### src/rtl/debounce_pkg.sv
// Shared types and limits for the debounce filter and its synchroniser.
package debounce_pkg;

    typedef enum logic [1:0] {
        IDLE_LOW   = 2'b00,
        CHECK_HIGH = 2'b01,
        IDLE_HIGH  = 2'b11,
        CHECK_LOW  = 2'b10
    } state_t;

    localparam int SYNC_STAGES_MIN = 2;
    localparam int SYNC_STAGES_MAX = 4;

    // Keeps an out-of-range stage count from building an unsafe or oversized chain.
    function automatic int clamp_sync_stages(input int n);
        if (n < SYNC_STAGES_MIN) return SYNC_STAGES_MIN;
        if (n > SYNC_STAGES_MAX) return SYNC_STAGES_MAX;
        return n;
    endfunction

endpackage

### src/rtl/debounce_sync_chain.sv
// Multi-flop synchroniser for a single asynchronous level; all flops clear on reset.
// Latency STAGES clocks from d_async to q_sync; no backpressure.
module sync_chain #(
    parameter int STAGES = 2
) (
    input  logic clk,
    input  logic rst_sync,
    input  logic d_async,
    output logic q_sync
);

    logic [STAGES-1:0] ff;

    always_ff @(posedge clk) begin
        if (rst_sync) begin
            ff <= '0;
        end else begin
            ff <= {ff[STAGES-2:0], d_async};
        end
    end

    assign q_sync = ff[STAGES-1];

endmodule

### src/rtl/debounce_filter.sv
// Debounces a raw level into dout with one-cycle rise/fall pulses; latency SYNC_STAGES+STABLE_CYCLES edges.
// Optional DEBOUNCE_TOGGLE_EN adds tgl, a push-on/push-off level flipped on every rise.
module debounce_filter
    import debounce_pkg::*;
#(
    parameter int SYNC_STAGES   = 2,
    parameter int STABLE_CYCLES = 10000
) (
    input  logic clk,
    input  logic rst_sync,
    input  logic din,
    output logic dout,
    output logic rise,
    output logic fall,
    output logic busy
`ifdef DEBOUNCE_TOGGLE_EN
    ,
    output logic tgl
`endif
);

    localparam int SYNC_N = clamp_sync_stages(SYNC_STAGES);
    localparam int CNT_W  = $clog2(STABLE_CYCLES);
    localparam logic [CNT_W-1:0] CNT_LAST = CNT_W'(STABLE_CYCLES - 1);

    logic             s;
    state_t           state, state_nxt;
    logic [CNT_W-1:0] cnt, cnt_nxt;
    logic             dout_nxt, rise_nxt, fall_nxt, busy_nxt;

    sync_chain #(.STAGES(SYNC_N)) u_sync (
        .clk      (clk),
        .rst_sync (rst_sync),
        .d_async  (din),
        .q_sync   (s)
    );

    always_ff @(posedge clk) begin
        if (rst_sync) begin
            state <= IDLE_LOW;
            cnt   <= '0;
            dout  <= 1'b0;
            rise  <= 1'b0;
            fall  <= 1'b0;
            busy  <= 1'b0;
        end else begin
            state <= state_nxt;
            cnt   <= cnt_nxt;
            dout  <= dout_nxt;
            rise  <= rise_nxt;
            fall  <= fall_nxt;
            busy  <= busy_nxt;
        end
    end

    // Any sample disagreeing with the candidate level drops back to idle and restarts.
    always_comb begin
        state_nxt = state;
        cnt_nxt   = cnt;
        unique case (state)
            IDLE_LOW: begin
                if (s) begin
                    state_nxt = CHECK_HIGH;
                    cnt_nxt   = CNT_W'(1);
                end else begin
                    cnt_nxt = '0;
                end
            end
            CHECK_HIGH: begin
                if (!s) begin
                    state_nxt = IDLE_LOW;
                    cnt_nxt   = '0;
                end else if (cnt == CNT_LAST) begin
                    state_nxt = IDLE_HIGH;
                    cnt_nxt   = '0;
                end else begin
                    cnt_nxt = cnt + 1'b1;
                end
            end
            IDLE_HIGH: begin
                if (!s) begin
                    state_nxt = CHECK_LOW;
                    cnt_nxt   = CNT_W'(1);
                end else begin
                    cnt_nxt = '0;
                end
            end
            CHECK_LOW: begin
                if (s) begin
                    state_nxt = IDLE_HIGH;
                    cnt_nxt   = '0;
                end else if (cnt == CNT_LAST) begin
                    state_nxt = IDLE_LOW;
                    cnt_nxt   = '0;
                end else begin
                    cnt_nxt = cnt + 1'b1;
                end
            end
        endcase
    end

    // Outputs are decoded from the next state so they land in flops alongside it.
    always_comb begin
        dout_nxt = state_nxt[1];
        busy_nxt = state_nxt[1] ^ state_nxt[0];
        rise_nxt = (state == CHECK_HIGH) && (state_nxt == IDLE_HIGH);
        fall_nxt = (state == CHECK_LOW)  && (state_nxt == IDLE_LOW);
    end

`ifdef DEBOUNCE_TOGGLE_EN
    always_ff @(posedge clk) begin
        if (rst_sync) begin
            tgl <= 1'b0;
        end else if (rise_nxt) begin
            tgl <= ~tgl;
        end
    end
`endif

endmodule

### config.mk
export PLATFORM = sky130hd
export DESIGN_NAME = debounce_filter
export DESIGN_NICKNAME = d
export VERILOG_FILES = /design/src/rtl/debounce_pkg.sv /design/src/rtl/debounce_sync_chain.sv /design/src/rtl/debounce_filter.sv
export SDC_FILE = /design/constraint.sdc
export NUM_CORES = 1
export LEC_CHECK = 0
export ABC_AREA = 1
export CORE_MARGIN = 5
export CORE_UTILIZATION = 35
export CTS_BUF_LIST = sky130_fd_sc_hd__clkbuf_16
export CTS_CLUSTER_DIAMETER = 60
export DETAILED_ROUTE_END_ITERATION = 10
export GPL_ROUTABILITY_DRIVEN = 0
export PLACE_DENSITY_LB_ADDON = 0.15
export SLEW_MARGIN = 0
export SYNTH_ARGS = -nofsm -noshare
export SYNTH_HDL_FRONTEND = slang
export SYNTH_SLANG_ARGS = --single-unit
### constraint.sdc
create_clock -name clk -period 1.94 [get_ports clk]
set_clock_uncertainty 0.1 [all_clocks]
set_input_delay 0.194 -clock clk [delete_from_list [all_inputs] [get_ports clk]]
set_output_delay 0.194 -clock clk [all_outputs]
set_load 0.02 [all_outputs]
==> qor.yml, run 1 <==
run_status:
  outcome: "complete, no violations"
grt:
  antenna_found_initial: 0
  grt_pass1_vias: 819
  grt_max_degree: 13
  grt_pass1_wl_um: 3505
  grt-ovfl-total: 0
  track_usage_pct: 10.60
die:
  fp.dieW_um: 64.01
  start_util_pct: 36.71
  die-area_um2: 4097
  pin_count: 7
  row_count: 19
  die_h_um: 64.01
  coreArea_um2: 2781
clocking:
  htreeDepth: 1
  clock_sinks: 21
  cts_hold_buf: 0
  numCtsBuffers: 3
  cts_tree: "done"
  clk_latency_ps: 250
  post_cts_resize_count: 0
  path_clk_slew_ps: 60
  ctsRootBufferMaster: "clkbuf_16"
  post-cts-setup-buffers: 0
  cts_max_path_buffers: 2
cells_and_area:
  final_cell_mix: "nor2_1, nand2_1, dfxtp_1"
  drive_above_1_share_pct: 17.81
  fin_nets: 152
  final_common_cell: "nor2_1"
  instances_no_fill: 177
  n_fill_cell: 289
  area_delta_synth_final_pct: 17.40
  insertedDiodeCount: 0
power:
  p_per_area_nw_per_um2: 748.7
  seq_power_share_pct: 48.7
  switching_power_mw: 0.1767
  swShare_pct: 19.70
  peakVddDrop_mv: 0.7348
  p_int_mw: 0.7206
  power_leakage_nw: 0.4215
  p_comb_share_pct: 2.0
  power_frac_clock_pct: 49.3
setup_path:
  startpoint_type: "flip-flop"
  slowest_stage: "dfxtp_1"
  slowest_delay_ps: 370
  worstPathRequired_ps: 1990
  critPathCaptureType: "flip-flop"
  path_class: "flip-flop to flip-flop"
  crit_path_max_fanout: 3
  arrival_ps: 1780
  crit_chain: "ha_1 -> nand3_1 -> nor2_2 -> nand3_1 -> nand2_1 -> nand2_1 -> ha_1 -> inv_1 -> nor2_1"
synthesis:
  synth_seq_cells: 21
  yosysWarningCount: 0
  synth_xor_area_share_pct: 3.431
  syn-num-nets: 142
  syn-cell-area_um2: 1021
  synthAdderAreaFrac_pct: 2.451
  synth-simple-area-share_pct: 41.18
  muxShareOfSynthArea_pct: 0
  synth_top_family_by_area: "simple AND/OR/NAND/NOR gates"
  synth_area_per_cell_um2: 7.452
  yosysSeqAreaShare_pct: 41.18
  synth_compound_area_share_pct: 5.025
  syn_inst: 137
  synth_cell_types: 23
detailed_routing:
  dr.first_iter.drc_count: 55
  routed-via-count: 824
  first_pass_iters: 4
  vias_per_cell: 4.655
  route.detailed.drc: 0
  finalWirelength_um: 1887
  wl_per_cell_um: 10.66
  final_antenna_net_count: 0
timing:
  maxSlewViolCount: 0
  tns_ps: 0
  rsz0062_at_grt: "false"
  setup_viol: 0
  slew_headroom_pct: 76.79
  hold_viol: 0
  tightest_slew_ps: 345.4
  fmax_mhz: 578.1
  min_period_ps: 1730
  holdWs_ps: 305.4
  finalCritPeriodShare_pct: 89.16
place:
  dp_cells: 173
  io_buffers: 6
  hpwl_um: 1469
worst_hold_path:
  worstHoldPathType: "flip-flop to flip-flop"
flow_run:
  drv_cap: 0
[critical path, delay by kind of cell (launching register included)]
family	cells	cell delay [ps]
buffers and inverters	1	60
and+or+nand+nor	6	580
DFF	1	370
adders and majority gates	2	510
[power groups by stage]
stage               Sequential, mW  Combinational [mW]  Clock, mW
finish                       0.437              0.0182      0.442
global route                 0.437              0.0204      0.476
CTS                          0.437              0.0185      0.446
detailed placement           0.447              0.0185          0
global placement             0.447              0.0183          0
floorplan                    0.447              0.0106          0
[cells in the mapped netlist, drive strengths merged]
library cell | number | area share, %
nand2 | 29 | 12
xor2 | 3 | 2.6
nand3 | 14 | 7.8
buf | 1 | 0.49
a31oi | 1 | 0.61
or2 | 1 | 0.61
inv | 16 | 5.9
nand4 | 1 | 0.61
nor3 | 7 | 5.4
xnor2 | 1 | 0.86
dfxtp | 21 | 41
nor2 | 33 | 14
ha | 2 | 2.5
a21oi | 6 | 4.4
clkbuf | 1 | 0.37
[final cells by class]
| cell class | count | area, um2 | share of cell area [%] |
|---|---|---|---|
| clock buffers | 3 | 75.07 | 6.263 |
| inverters | 16 | 60.06 | 5.010 |
| repair buffers | 7 | 67.56 | 5.637 |
| multi-input cells | 98 | 531.8 | 44.36 |
| clock inverters | 1 | 5.005 | 0.4175 |
| well taps | 31 | 38.79 | 3.236 |
| flip-flops and latches | 21 | 420.4 | 35.07 |
[flip-flops by register name (all words and copies together), names as in the netlist]
signal and cells:
state 1, fall 1, cnt 14, u_sync.ff 2, rise 1, dout 1, busy 1
[final timing paths]
kind                start      endpoint  slack, ps  depth (start not counted)
min reg2reg  u_sync.ff[0]  u_sync.ff[1]        310                          2
min          u_sync.ff[0]  u_sync.ff[1]        310                          2
max                cnt[0]          busy        210                          9
max reg2reg        cnt[0]          busy        210                          9
[logic make-up after synthesis]
family                     after synthesis
AOI/OAI and AO/OA                        7
xor gates and xnor gates                 4
DFF                                     21
and+or+nand+nor                         85
adders and majority gates                2
buffers and inverters                   18
[through the flow]
step | utilization [%] | setup WS, ps | power (mW) | cell area, um2
after CTS | 43.09 | 187.6 | 0.9020 | 1199
after global placement | 40.22 | 281.6 | 0.4650 | 1119
after floorplan | - | 336.9 | 0.4575 | 1021
after global routing | 43.09 | 98.42 | 0.9335 | 1199
final | 43.09 | 210.2 | 0.8974 | 1199
after detailed placement | 40.22 | 198.6 | 0.4654 | 1119
[layer usage]
layer  part of all wire [%]  wire length (um)  vias to the layer above  global-route usage [%]
li1                       -                 -                      450                       -
met1                     50               948                      362                   13.61
met2                     46               865                        8                   16.71
met3                    2.9                54                        4                   4.203
met4                    1.0                19                        0                   2.338
met5                      0                 0                        -                       0
(Power assumes the default switching activity.)
==> run 2, diff against run 1 <==
CORE_UTILIZATION = 55   (was 35)
SKIP_CTS_REPAIR_TIMING = 1   (was default)
SYNTH_HIERARCHICAL = 1   (was default)
==> run 2 against run 1 <==
First-iteration DRC count is 82% lower. Worst hold slack worse by 1.9 ps. Critical path depth stayed put. Sequential share of layout area is 0.94 points higher. Cell count is 5.1% lower. Critical endpoint unchanged.
==> qor.yml, run 2 <==
timing:
  rsz0062_at_grt: "false"
  tns_ps: 0  # unchanged
  fmax_mhz: 563.3  # -2.6%
  fin_ws_ps: 164.9  # -45.37 ps
  finalCritPeriodShare_pct: 91.50  # +2.3 points
  slew_headroom_pct: 83.76  # +7.0 points
  tightest_slew_ps: 242.3  # -103.2 ps
  min_period_ps: 1775  # +45.37 ps
  setup_viol: 0  # unchanged
  hold_viol: 0  # unchanged
  maxSlewViolCount: 0  # unchanged
power:
  power_frac_clock_pct: 48.2  # -1.1 points
  p_int_mw: 0.7198  # -0.11%
  switching_power_mw: 0.1600  # -9.5%
  power_leakage_nw: 0.4399  # +4.4%
  p_per_area_nw_per_um2: 753.7  # +0.67%
  swShare_pct: 18.18  # -1.5 points
  p_comb_share_pct: 2.1  # about the same
  seq_power_share_pct: 49.8  # +1.1 points
  peakVddDrop_mv: 0.6463  # -12%
cells_and_area:
  multi_input_area_um2: 479.2  # -9.9%
  top_register: "cnt"
  insertedDiodeCount: 0  # unchanged
  largest_reg_flops: 14  # unchanged
  final_cell_mix: "nand2_1, nor2_1, dfxtp_1"
  regArea_um2: 420.4  # unchanged
  n_fill_cell: 135  # -53%
  final_common_cell: "nand2_1"
  fin_nets: 149  # -2.0%
  top_regs: "cnt: 14 flops, u_sync/ff: 2 flops"
  drive_above_1_share_pct: 15.38  # -2.4 points
  area_delta_synth_final_pct: 18.85
grt:
  grt_pass1_wl_um: 3160  # -9.8%
  grt_max_degree: 13  # unchanged
  track_usage_pct: 15.46  # +4.9 points
  grt_pass1_vias: 745  # -9.0%
  antenna_found_initial: 0  # unchanged
  grt-ovfl-total: 0  # unchanged
clocking:
  cts_max_path_buffers: 2  # unchanged
  path_clk_slew_ps: 60  # about the same
  numCtsBuffers: 3  # unchanged
  htreeDepth: 1  # unchanged
  clk_latency_ps: 250  # about the same
  cts_tree: "done"
  clock_sinks: 21  # unchanged
  ctsRootBufferMaster: "clkbuf_16"
die:
  row_count: 15  # -4
  die_h_um: 52.26  # -18%
  coreArea_um2: 1708  # -39%
  fp.dieW_um: 52.26  # -18%
  pin_count: 7  # unchanged
  die-area_um2: 2731  # -33%
  start_util_pct: 57.51  # +21 points
setup_path:
  crit_chain: "ha_1 -> nand3_2 -> nor2_2 -> nand2_2 -> o21ai_1 -> nand2_1 -> ha_1 -> inv_1 -> nor2_1"
  slowest_delay_ps: 370  # about the same
  startpoint_type: "flip-flop"
  slowest_stage: "dfxtp_1"
  crit_path_max_fanout: 3  # unchanged
  critPathCaptureType: "flip-flop"
  cp_common_cell: "ha_1"
  path_class: "flip-flop to flip-flop"
  arrival_ps: 1820  # +40 ps
  worstPathRequired_ps: 1990  # about the same
detailed_routing:
  routed-via-count: 775  # -5.9%
  wl_per_cell_um: 9.839  # -7.7%
  first_pass_iters: 4  # unchanged
  dr.first_iter.drc_count: 10  # -82%
  final_antenna_net_count: 0  # unchanged
  route.detailed.drc: 0  # unchanged
  finalWirelength_um: 1653  # -12%
  vias_per_cell: 4.613  # -0.91%
synthesis:
  synth_seq_cells: 21  # unchanged
  yosysSeqAreaShare_pct: 42.80  # +1.6 points
  syn-num-nets: 137  # -3.5%
  synthTopCellsByArea: "dfxtp_1, nand2_1, nor2_1, inv_1, ha_1"
  synth_top_area_share_pct: 42.80  # +1.6 points
  synthArstFlopShare_pct: 0  # unchanged
  syn_inst: 132  # -3.6%
  synth_edf_count: 0  # unchanged
  synth_area_per_cell_um2: 7.441  # -0.16%
  yosysWarningCount: 6  # +6
  synth_cell_types: 26  # +13%
  synth_commonest_cells: "nand2_1, nor2_1, dfxtp_1, inv_1"
  yosys_most_used_dff: "dfxtp_1"
  synth_most_common_cell: "nand2_1"
  synth_largest_area_cell: "dfxtp_1"
  syn-cell-area_um2: 982.2  # -3.8%
flow_run:
  drv_cap: 0  # unchanged
place:
  io_buffers: 6  # unchanged
  dp_worst_setup_slack_ps: 123.2  # -75.43 ps
  hpwl_um: 1267  # -14%
run_status:
  outcome: "complete, no violations"
worst_hold_path:
  worstHoldPathType: "flip-flop to flip-flop"
-- run 2: final timing paths --
path	from	to	slack, ps	cells after the start
worst max-delay path	cnt[0]	busy	160	9
worst min-delay path	u_sync/ff[0]	u_sync/ff[1]	300	2
worst max register to register	cnt[0]	busy	160	9
worst min register to register	u_sync/ff[0]	u_sync/ff[1]	300	2
-- run 2: per-stage QoR --
step | instance area, um2 | util (%) | hold WS, ps | power (mW) | std cells
2_1_floorplan | 982.2 | - | 163.1 | 0.4550 | 132
3_3_place_gp | 1085 | 63.52 | 293.1 | 0.4652 | 164
3_5_place_dp | 1085 | 63.52 | 295.3 | 0.4657 | 164
4_1_cts | 1165 | 68.21 | 305.5 | 0.8902 | 168
5_1_grt | 1167 | 68.35 | 311.0 | 0.9194 | 168
6_report | 1167 | 68.35 | 303.5 | 0.8798 | 168
-- run 2: power by group through the flow --
stage          Clock, mW  Sequential [mW]  Combinational (mW)
2_1_floorplan          0            0.447             0.00764
3_3_place_gp           0            0.447              0.0179
3_5_place_dp           0            0.447              0.0183
4_1_cts            0.434            0.438              0.0184
5_1_grt            0.461            0.438              0.0205
6_report           0.424            0.438              0.0182
-- run 2: logic make-up after synthesis --
family	share of synthesized area (%)
AOI/OAI and AO/OA	8.790
xor gates and xnor gates	1.784
and+or+nand+nor	35.41
adders and majority gates	2.547
buffers and inverters	8.662
DFF	42.80
-- run 2: cell type report --
type,count,share of cell area (%)
Inverter,21,6.967
Clock buffer,3,6.431
Tap cell,25,2.680
Multi-Input combinational cell,89,41.05
Clock inverter,1,0.4287
Timing Repair Buffer,8,6.431
Sequential cell,21,36.01
-- run 2: per-layer routing --
| layer | vias up | part of all wire (%) | GRT usage (%) |
|---|---|---|---|
| li1 | 429 | - | - |
| met1 | 341 | 48 | 18.63 |
| met2 | 3 | 49 | 26.36 |
| met3 | 2 | 1.6 | 4.274 |
| met4 | 0 | 1.0 | 5.106 |
| met5 | - | 0 | 0 |
-- run 2: critical path, delay by kind of cell, from the launching register on --
kind / cells / cell delay [ps]
compound gates: 1 / 160
simple gates: 5 / 480
flops: 1 / 370
buf+inv: 1 / 50
fa+ha+maj: 2 / 510
==> RTL edit (flow settings as in run 2) <==
Add a define of `DEBOUNCE_TOGGLE_EN`.
--- a/src/rtl/debounce_filter.sv
+++ b/src/rtl/debounce_filter.sv
@@ -1,5 +1,7 @@
 // Debounces a raw level into dout with one-cycle rise/fall pulses; latency SYNC_STAGES+STABLE_CYCLES edges.
 // Optional DEBOUNCE_TOGGLE_EN adds tgl, a push-on/push-off level flipped on every rise.
+`define DEBOUNCE_TOGGLE_EN
+
 module debounce_filter
     import debounce_pkg::*;
 #(
Function (old outputs only; new: tgl): kept (Yosys induction, for registers that start in step).
==> RTL edit against run 2 <==
- combinational power shrank 5%
- sequential cell count grew 1
- final area grew 7.2%
- wire length grew 22%
- non-clock buffer count grew 5
- total power grew 19%
- area after synthesis grew 1.3%
- count of clock-buffer cells in the layout is the same
- die area grew 1.0%
- highest routed layer unchanged
- final cell count grew 2.4%
- clock power grew 34%
- worst setup slack lost 0.092 ns
- critical endpoint is now tgl
- global-route usage grew 1.7 points
==> RTL edit: results (changes against run 2) <==
Finish
  • Fillcell total: 136 (+0.74%)
  • Final net count: 153 (+2.7%)
  • Layout cells sized above 1: 0.1905 (+0.03663)

Critical path
  • Slowest CP cell: dfxtp_1
  • Worst Path Arrival: 1.95 ns (+0.13 ns)
  • CP max FO: 5 (+2)
  • CP top delay family: simple AND/OR/NAND/NOR gates
  • CP max stage delay: 0.35 ns (-0.02 ns)

Placed design
  • Post-DP HPWL: 1.349 mm (+6.5%)
  • DP Area: 1115 µm² (+2.8%)
  • # port buffers: 7 (+1)
  • Post-placement cell count: 167 (+1.8%)

Timing
  • Worst-margin pin slew: 0.2484 ns (+0.006122 ns)

Synth
  • Avg Synthesized Cell Area: 7.479 µm² (+0.51%)
  • Ys flop type: dfxtp_1
  • Sequential share of the synthesized area: 0.4428 (+0.01474)
  • Area contributors post-synth: dfxtp_1 44%, nor2_1 11%, nand2_1 9.8%
  • Syn_nets: 138 (+0.73%)
  • Post-synth cell types: 27 (+3.8%)
  • Commonest cells post-synth: 28 x nor2_1, 26 x nand2_1, 22 x dfxtp_1, 18 x inv_1, 6 x nand3_1
  • Synth Register Bits: 22 (+4.8%)

Global routing
  • Met2 Use GR: 0.3182 (+0.05458)
  • Met1 Usage GRT: 0.1815 (-0.004791)
  • Initial antenna violation count: 0 (unchanged)
  • Largest net degree at the start of global routing: 14 (+1)
  • Met3 usage: 0.05413 (+0.01140)
  • Vias in the first global route: 851 (+14%)
  • First-pass GRT wire length: 3.539 mm (+12%)
  • Gr usage total: 0.1715 (+0.01689)

Run status
  • Run status: complete, no violations

Power
  • Comb power: 17.3 µW (-5%)
  • Total sequential power: 459 µW (+4.8%)
  • NetSw: 172.8 µW (+8.0%)
  • Leakage power figure: 0.0004954 µW (+13%)
  • Worst vdd ir: 0.0005369 V (-17%)

Route
  • Post-DR wirelength/cell: 11.71 µm (+19%)
  • DR WL met2: 1.068 mm (+31%)
  • Vias per inst: 5.058 (+9.6%)
  • Wire length on met1: 849 µm (+7.5%)
  • Iteration-0 DRC Markers: 13 (+3)
  • Vias: 870 (+12%)
  • Met3 WL: 77 µm (+200%)
[RTL edit: changes by cell type in the layout (fill, tap and decap cells not counted), moves of 2 or more]
cell,change
nand2_1,-3
nor3b_2,+2
nand3_1,+5
nor3b_1,-3
dfxtp_2,+4
dfxtp_1,-3
o21ai_1,-3
buf_4,+4
o21bai_1,+2
[RTL edit: cells by family after synthesis]
kind of cell	share of synthesized area
AND/OR/NAND/NOR	0.3447
flip-flops	0.4428
buffers and inverters	0.08679
AO/OA/AOI/OAI	0.07421
XOR/XNOR	0.02642
adder cells (fa/ha/maj)	0.02515
[RTL edit: cell type report]
cell class / count / area share
clock buffer: 3 / 0.06000
clock inverter: 1 / 0.02400
sequential: 22 / 0.3560
inverter: 18 / 0.05400
multi-input combinational: 90 / 0.3890
tap: 25 / 0.02500
timing repair buffer: 13 / 0.09200
[RTL edit: tightest hold or removal path: stages, from the launching register on]
cell	delay [ns]
dfxtp_1	0.30
inv_1	0.05
nor2_1	0.03
[RTL edit: metrics by stage]
step                      setup slack (ns)  hold WS [ns]  power (µW)  utilization
final                              0.07289        0.3179        1047       0.7246
after global routing             -0.008152        0.3362        1082       0.7246
after CTS                        -0.007218        0.3234        1052       0.7065
after detailed placement          0.007692        0.3134       485.7       0.6457
after global placement              0.1140        0.2992       485.1       0.6457
after floorplan                     0.1178        0.1652       477.2            -
[RTL edit: path summary, 6_finish.rpt]
path                startpoint      endpoint  slack (ns)  cells after the start
hold reg to reg   u_sync/ff[0]  u_sync/ff[1]        0.32                      2
hold / removal    u_sync/ff[0]  u_sync/ff[1]        0.32                      2
setup / recovery        cnt[5]           tgl        0.07                      8
setup reg to reg        cnt[5]           tgl        0.07                      8
